--- src/rtl/pipe_redirect_ctrl.sv ---
// pipe_redirect_ctrl: stall/redirect sequencer for the 5-stage pipeline.
// Folds D-cache stalls, I-cache stalls, load-use hazards and EX redirects
// into per-stage enables and flushes. A redirect that resolves while fetch
// is stalled is parked in pend_pc and issued once fetch frees up.
//
// state      | meaning
// -----------+----------------------------------------------------------
// RUN        | normal flow; same-cycle redirects issue directly
// WAIT_FETCH | redirect parked in pend_pc, waiting for the I-cache
// HALTED     | HALT retired; pipeline frozen until reset
module pipe_redirect_ctrl (
  input  logic        clk,
  input  logic        rst,
  input  logic        icache_stall,
  input  logic        dcache_stall,
  input  logic        load_use,
  input  logic        br_valid,
  input  logic [15:0] br_target,
  input  logic        halt,
  output logic        pc_en,
  output logic        redirect_valid,
  output logic [15:0] redirect_pc,
  output logic        ifid_en,
  output logic        idex_en,
  output logic        exmem_en,
  output logic        ifid_flush,
  output logic        idex_flush,
  output logic        redir_pending,
  output logic        halted,
  output logic [15:0] stall_cycles,
  output logic [7:0]  redir_count
);

  typedef enum logic [1:0] {
    RUN        = 2'd0,
    WAIT_FETCH = 2'd1,
    HALTED     = 2'd2
  } state_t;

  state_t      r_state;
  logic [15:0] r_pend_pc;
  logic [15:0] r_stall_cycles;
  logic [7:0]  r_redir_count;

  // Combinational per-cycle controls; everything forced to 0 while in reset.
  always_comb begin
    pc_en          = 1'b0;
    redirect_valid = 1'b0;
    redirect_pc    = 16'h0000;
    ifid_en        = 1'b0;
    idex_en        = 1'b0;
    exmem_en       = 1'b0;
    ifid_flush     = 1'b0;
    idex_flush     = 1'b0;
    redir_pending  = 1'b0;
    halted         = 1'b0;
    if (rst) begin
      redirect_pc = r_pend_pc;
      case (r_state)
        HALTED: begin
          halted = 1'b1;
        end
        WAIT_FETCH: begin
          redir_pending = 1'b1;
          if (dcache_stall) begin
            // whole pipe frozen, redirect stays parked
          end else if (icache_stall) begin
            ifid_flush = 1'b1;
            idex_flush = 1'b1;
            idex_en    = 1'b1;
            exmem_en   = 1'b1;
          end else begin
            // fetch returned the wrong-path word; flush it and steer the PC
            redirect_valid = 1'b1;
            pc_en          = 1'b1;
            ifid_en        = 1'b1;
            idex_en        = 1'b1;
            exmem_en       = 1'b1;
            ifid_flush     = 1'b1;
            idex_flush     = 1'b1;
          end
        end
        default: begin
          if (dcache_stall) begin
            // EX is frozen and will re-present any branch next cycle
          end else if (br_valid && !icache_stall) begin
            redirect_valid = 1'b1;
            redirect_pc    = br_target;
            pc_en          = 1'b1;
            ifid_en        = 1'b1;
            idex_en        = 1'b1;
            exmem_en       = 1'b1;
            ifid_flush     = 1'b1;
            idex_flush     = 1'b1;
          end else if (br_valid) begin
            ifid_flush = 1'b1;
            idex_flush = 1'b1;
            idex_en    = 1'b1;
            exmem_en   = 1'b1;
          end else if (load_use) begin
            idex_flush = 1'b1;
            exmem_en   = 1'b1;
          end else if (icache_stall) begin
            ifid_flush = 1'b1;
            idex_en    = 1'b1;
            exmem_en   = 1'b1;
          end else begin
            pc_en    = 1'b1;
            ifid_en  = 1'b1;
            idex_en  = 1'b1;
            exmem_en = 1'b1;
          end
        end
      endcase
    end
  end

  // State transitions and parking of a redirect that hit a fetch stall.
  always_ff @(posedge clk or negedge rst) begin
    if (!rst) begin
      r_state   <= RUN;
      r_pend_pc <= 16'h0000;
    end else begin
      case (r_state)
        HALTED: r_state <= HALTED;
        WAIT_FETCH: begin
          if (halt)
            r_state <= HALTED;
          else if (!dcache_stall && !icache_stall)
            r_state <= RUN;
        end
        default: begin
          if (!dcache_stall && br_valid && icache_stall)
            r_pend_pc <= br_target;
          if (halt)
            r_state <= HALTED;
          else if (!dcache_stall && br_valid && icache_stall)
            r_state <= WAIT_FETCH;
        end
      endcase
    end
  end

  // Statistics: saturating stall counter, wrapping redirect counter.
  always_ff @(posedge clk or negedge rst) begin
    if (!rst) begin
      r_stall_cycles <= 16'h0000;
      r_redir_count  <= 8'h00;
    end else begin
      if ((r_state != HALTED) && !pc_en && (r_stall_cycles != 16'hFFFF))
        r_stall_cycles <= r_stall_cycles + 16'h0001;
      if (redirect_valid)
        r_redir_count <= r_redir_count + 8'h01;
    end
  end

  assign stall_cycles = r_stall_cycles;
  assign redir_count  = r_redir_count;

endmodule
--- config.mk ---
export PLATFORM = sky130hd
export DESIGN_NAME = pipe_redirect_ctrl
export DESIGN_NICKNAME = d
export VERILOG_FILES = /design/src/rtl/pipe_redirect_ctrl.sv
export SDC_FILE = /design/constraint.sdc
export NUM_CORES = 1
export LEC_CHECK = 0
export CORE_AREA = 2 2 84 86
export DETAILED_ROUTE_END_ITERATION = 8
export DIE_AREA = 0 0 86 88
export MAX_ROUTING_LAYER = met4
export PLACE_DENSITY = 0.61
export RECOVER_POWER = 25
export SLEW_MARGIN = 40
export SYNTH_ARGS = -nofsm -noshare
export SYNTH_HDL_FRONTEND = slang
export SYNTH_SLANG_ARGS = --single-unit
--- constraint.sdc ---
create_clock -name clk -period 2.4 [get_ports clk]
set_input_delay 0.48 -clock clk [delete_from_list [all_inputs] [get_ports clk]]
set_output_delay 0.48 -clock clk [all_outputs]
set_load 0.05 [all_outputs]
After elaboration in Yosys (flattened, before gate mapping) --
Cells that the tools add are included.
Storage, ports and cells: register bits after elaboration 42, word-level logic and storage cells 72
Cells by class: $add $sub $neg 2, eq/ne operators 5, mux-type cells 47, bitwise logic cells 1, reduce and logical (&&, ||, !) cells 13
Operator list (number):
- $mux 16 | 4
- $mux 1 | 33
- $add 16x1->16 const B | 1
- $ne 16x16->1 const B | 1
- $pmux 1 s2 | 5
- $add 8x1->8 const B | 1
- $mux 2 | 4
- $logic_and 1x1->1 | 6
- $pmux 2 s2 | 1
- $reduce_and 2->1 | 2
- $reduce_bool 4->1 | 1
- $logic_not 1->1 | 3
- $ne 3x3->1 const B | 1
- $eq 2x1->1 const B | 1
- $eq 2x2->1 const B | 1
- $ne 2x2->1 const B | 1
- $reduce_or 2->1 | 1
- $not 1->1 | 1

Logic depth before layout (Yosys ltp) --
word-level depth 10, mapped depth 9, depth with buffers taken out 7

Worst setup path before layout --
OpenSTA, ideal clock, no wires.
path kind flip-flop to output port, start register r_state[0], end output pc_en, arrival time 3.005 ns, path slack -1.085 ns, cell stages (with the launch flop) 7, path buffers 2, path through dfrtp_1 -> inv_1 -> ha_1 -> buf_2 -> and3b_1 -> nor4_1 -> buf_4
On the way: cells in the longest elaborated chain, start to end 3, elaborated cells on any way between the ends 4
Ends and longest elaborated chain:
- from (decl) | line 40 | state_t r_state;
- from (signal assigned) | line 121 | r_state <= RUN;
- from (signal assigned) | line 125 | HALTED: r_state <= HALTED;
- from (signal assigned) | line 128 | r_state <= HALTED;
- $eq 2x1->1 / $eq 2x2->1 (equally long branches)
- $pmux 1 s2 (*)
- $mux 1 (*)
- to (decl) | line 20 | output logic pc_en,
Mark *: on every way between the ends. The rest lies on a longest branch, timed or not.

Worst setup path in the final report --
start register r_state[0], end output redirect_pc[8]
On the way: cells in the longest elaborated chain, start to end 4, elaborated cells on any way between the ends 5
Ends and longest elaborated chain:
- $eq 2x1->1 / $eq 2x2->1 (equally long branches) | line 59 | case (r_state)
- $reduce_or 2->1 (no source line) (*)
- $mux 16 (*) | line 59
- $mux 16 (*) | line 57 | if (rst) begin
- to (decl) | line 22 | output logic [15:0] redirect_pc,
Marked as above.

==> key figures <==
Status
  – Outcome: finished, final reports clean

Worst setup path
  – Max FO, Critical Path: 8
  – Slowest CP cell: dfrtp_1
  – Reg2Reg Setup Slack: 0.32 ns
  – Worst path max stage delay: between 0.3 and 0.4 ns
  – Critical path class: reg -> out
  – Worst path required time: between 1.5 and 2 ns
  – Startpoint types: register
  – Crit path DAT: 1.82 ns
  – CP Buf/Inv Count: 3
  – Crit-path cells: inv_1, ha_4, nand2_4, nor2_4, buf_8, nand2_2, a21boi_4, buf_12
  – Family with the most delay on the worst path: buffers and inverters
  – Setup crit end kind: output port

Route
  – Via Count: 1846
  – Max Used Layer: met4
  – Vias per cell: around 4.9
  – WL met1: 2420 um
  – Total Routed Length: roughly 5400 um
  – Initial DRC count: between 60 and 70
  – DRT Pass-1 Iters: 4
  – Met2 Wirelength: 2590 um
  – Final ANT Viol Nets: 0
  – # DRC: 0
  – Average wire per standard cell: roughly 14 um
  – Met3 Routed Length: 301 um

Floorplanning
  – Top Ports: 72
  – Row count: 30
  – Placeable core region: 6640 um2
  – DIE AREA: 7570 um2
  – Initial Util: 0.335
  – Chip Width: 86 um
  – Die Ht: 88 um

Finish
  – Area Growth Syn to Fin: 65.7%
  – Utilization after layout: 0.556
  – Nets@finish: 323
  – Most frequent cells in the layout: clkdlybuf4s50_1 (43), dfrtp_1 (42), nand2_1 (30)
  – Leading cell type in the layout, fill and taps excluded: clkdlybuf4s50_1
  – Fillcell total: 586
  – Share of cells above drive strength 1: 0.355
  – Ant. Diodes: 0
  – Final Cell Area: 3690 um2
  – Finished Layout Cells: 376

Global route
  – First-pass GRT wire length: 8850 um
  – Initial antenna violation count: 0
  – GRT Overall Usage: 0.153
  – Vias in the first global route: 1902
  – GR Overflow Total: 0
  – Largest net degree at the start of global routing: 23

Synthesis
  – Cell taking the most area after synthesis: dfrtp_1
  – Post-synth EDFFs: 0
  – Post-synth ARST share: 1.00
  – Post-synthesis cell count: around 210
  – Cell variety after synth: 39
  – Mapped cell area: 2230 um2
  – Top_reg_cell synth: dfrtp_1
  – Synth top area share: 0.472
  – #FFs+latches synth: 42
  – Synth Net Count: 235
  – Seq/Total Area, Yosys: 0.472
  – Top cells by area, synth: dfrtp_1 (47%), mux2_2 (8.6%), xnor2_1 (6.7%)
  – Synth Area per Inst: 10.7 um2
  – Syn. warnings: 0

Clock network
  – Htree depth: 2
  – Root Buffer: clkbuf_8
  – Cts bufs inserted: 5
  – CTS tree: yes
  – Hold buffers post-CTS: 0
  – TritonCTS Sinks: 42
  – Worst-path clk slew: 0.07 ns
  – Clk buf depth: 2
  – Worst-Skew Late Latency: ~0.29 ns

Timing
  – Period utilization: 0.960
  – Final hold vios: 0
  – Setup violators final: 0
  – Fmax achieved: roughly 0.43 GHz
  – Slew Viols, Final: 0
  – Final Critical Period: 2.30 ns
  – Slew @ Worst Pin: 1.14 ns
  – Slew margin rel.: 0.237
  – Setup ws final: 0.0971 ns
  – Clock skew: 0.00285 ns

Placement
  – Cell area after placement: roughly 3500 um2
  – Hpwl dp: between 3000 and 4000 um
  – Pre-CTS setup slack: -0.0988 ns
  – Gpl congestion: 0.803
  – Port Buffer Count: 71
  – Dpl cells: between 300 and 400

Run
  – Max cap viols: 0

Pwr
  – Leak: 1.59 nW
  – PwrDens: around 900 nW/um2
  – Peak VDD IR: 645 uV

Worst hold path
  – Hold Crit Class: in -> async
==> worst register-to-register path: stages, from the launching register on <==
cell and delay, ns:
dfrtp_1 0.36, inv_1 0.08, ha_4 0.33, and3b_1 0.36, o41ai_4 0.13, a211oi_2 0.37
nand4_1 0.18, xnor2_1 0.15
==> routing by layer <==
layer / track usage / vias to the layer above
met5: - / -
met1: 0.194 / 895
met4: 0.0519 / 0
li1: - / 894
met3: 0.0349 / 8
met2: 0.243 / 49
==> layout make-up <==
| type | count | area, um2 | share of cell area |
|---|---|---|---|
| clock buffer | 7 | 76.3 | 0.0207 |
| inverter | 4 | 15.0 | 0.00407 |
| multi-input combinational | 154 | 1350 | 0.366 |
| sequential | 42 | 1050 | 0.285 |
| tap | 80 | 100 | 0.0271 |
| timing repair buffer | 89 | 1100 | 0.298 |
==> path summary, 6_finish.rpt <==
check | start | endpoint | depth (start not counted)
max in group asynchronous | rst | redir_count[2] | 3
min in group clk | redir_count[7] | redir_count[7] | 1
max | r_state[0] | redirect_pc[8] | 8
max reg2reg | r_state[0] | stall_cycles[15] | 7
min reg2reg | redir_count[7] | redir_count[7] | 1
min | rst | r_pend_pc[15] | 1
==> repair_timing <==
item,in CTS,in global routing
pin swaps,9,3
buffers inserted,1,3
gates cloned,1,0
gates resized for setup,19,5
endpoints found under the setup margin,20,18
==> sequential cells by signal, indices dropped and copies added, names as in the netlist <==
register      cells
r_pend_pc        16
stall_cycles     16
redir_count       8
r_state           2
==> where the power goes <==
group | total [W] | leakage [nW] | switching, W | internal [W]
Sequential | 0.00105 | 0.545 | 0.000144 | 0.000906
Clock | 0.000423 | 0.0383 | 0.000223 | 0.000200
Combinational | 0.00184 | 1.00 | 0.000998 | 0.000844
Total | 0.00331 | 1.59 | 0.00136 | 0.00195
==> synthesized netlist by cell type, types with 3 or more instances <==
master and n:
dfrtp_1 42, nand2_1 39, mux2_2 17, xnor2_1 17
a21boi_0 16, nand3_1 10, nand4_1 8, nor2_1 5
xor2_1 5, and3_1 4, buf_2 4, ha_1 4
inv_1 4, clkbuf_1 3
==> cell families after synthesis <==
logic type                 after synthesis  share of synthesized area
and+or+nand+nor                         83                      0.197
DFF                                     42                      0.472
AOI/OAI and AO/OA                       26                      0.102
xor gates and xnor gates                22                     0.0865
muxes                                   19                     0.0971
buffers and inverters                   12                     0.0241
adders and majority gates                4                     0.0225
==> stage by stage <==
stage / power, W / TNS [ns] / hold slack, ns
2_1_floorplan: 0.00214 / -0.464 / 0.184
4_1_cts: 0.00333 / 0 / 0.0353
3_5_place_dp: 0.00285 / -1.28 / 0.356
3_3_place_gp: 0.00283 / -1.32 / 0.356
6_report: 0.00331 / 0 / 0.143
5_1_grt: 0.00348 / -0.00362 / 0.178
Note: power is estimated with default switching activity, not from simulation.
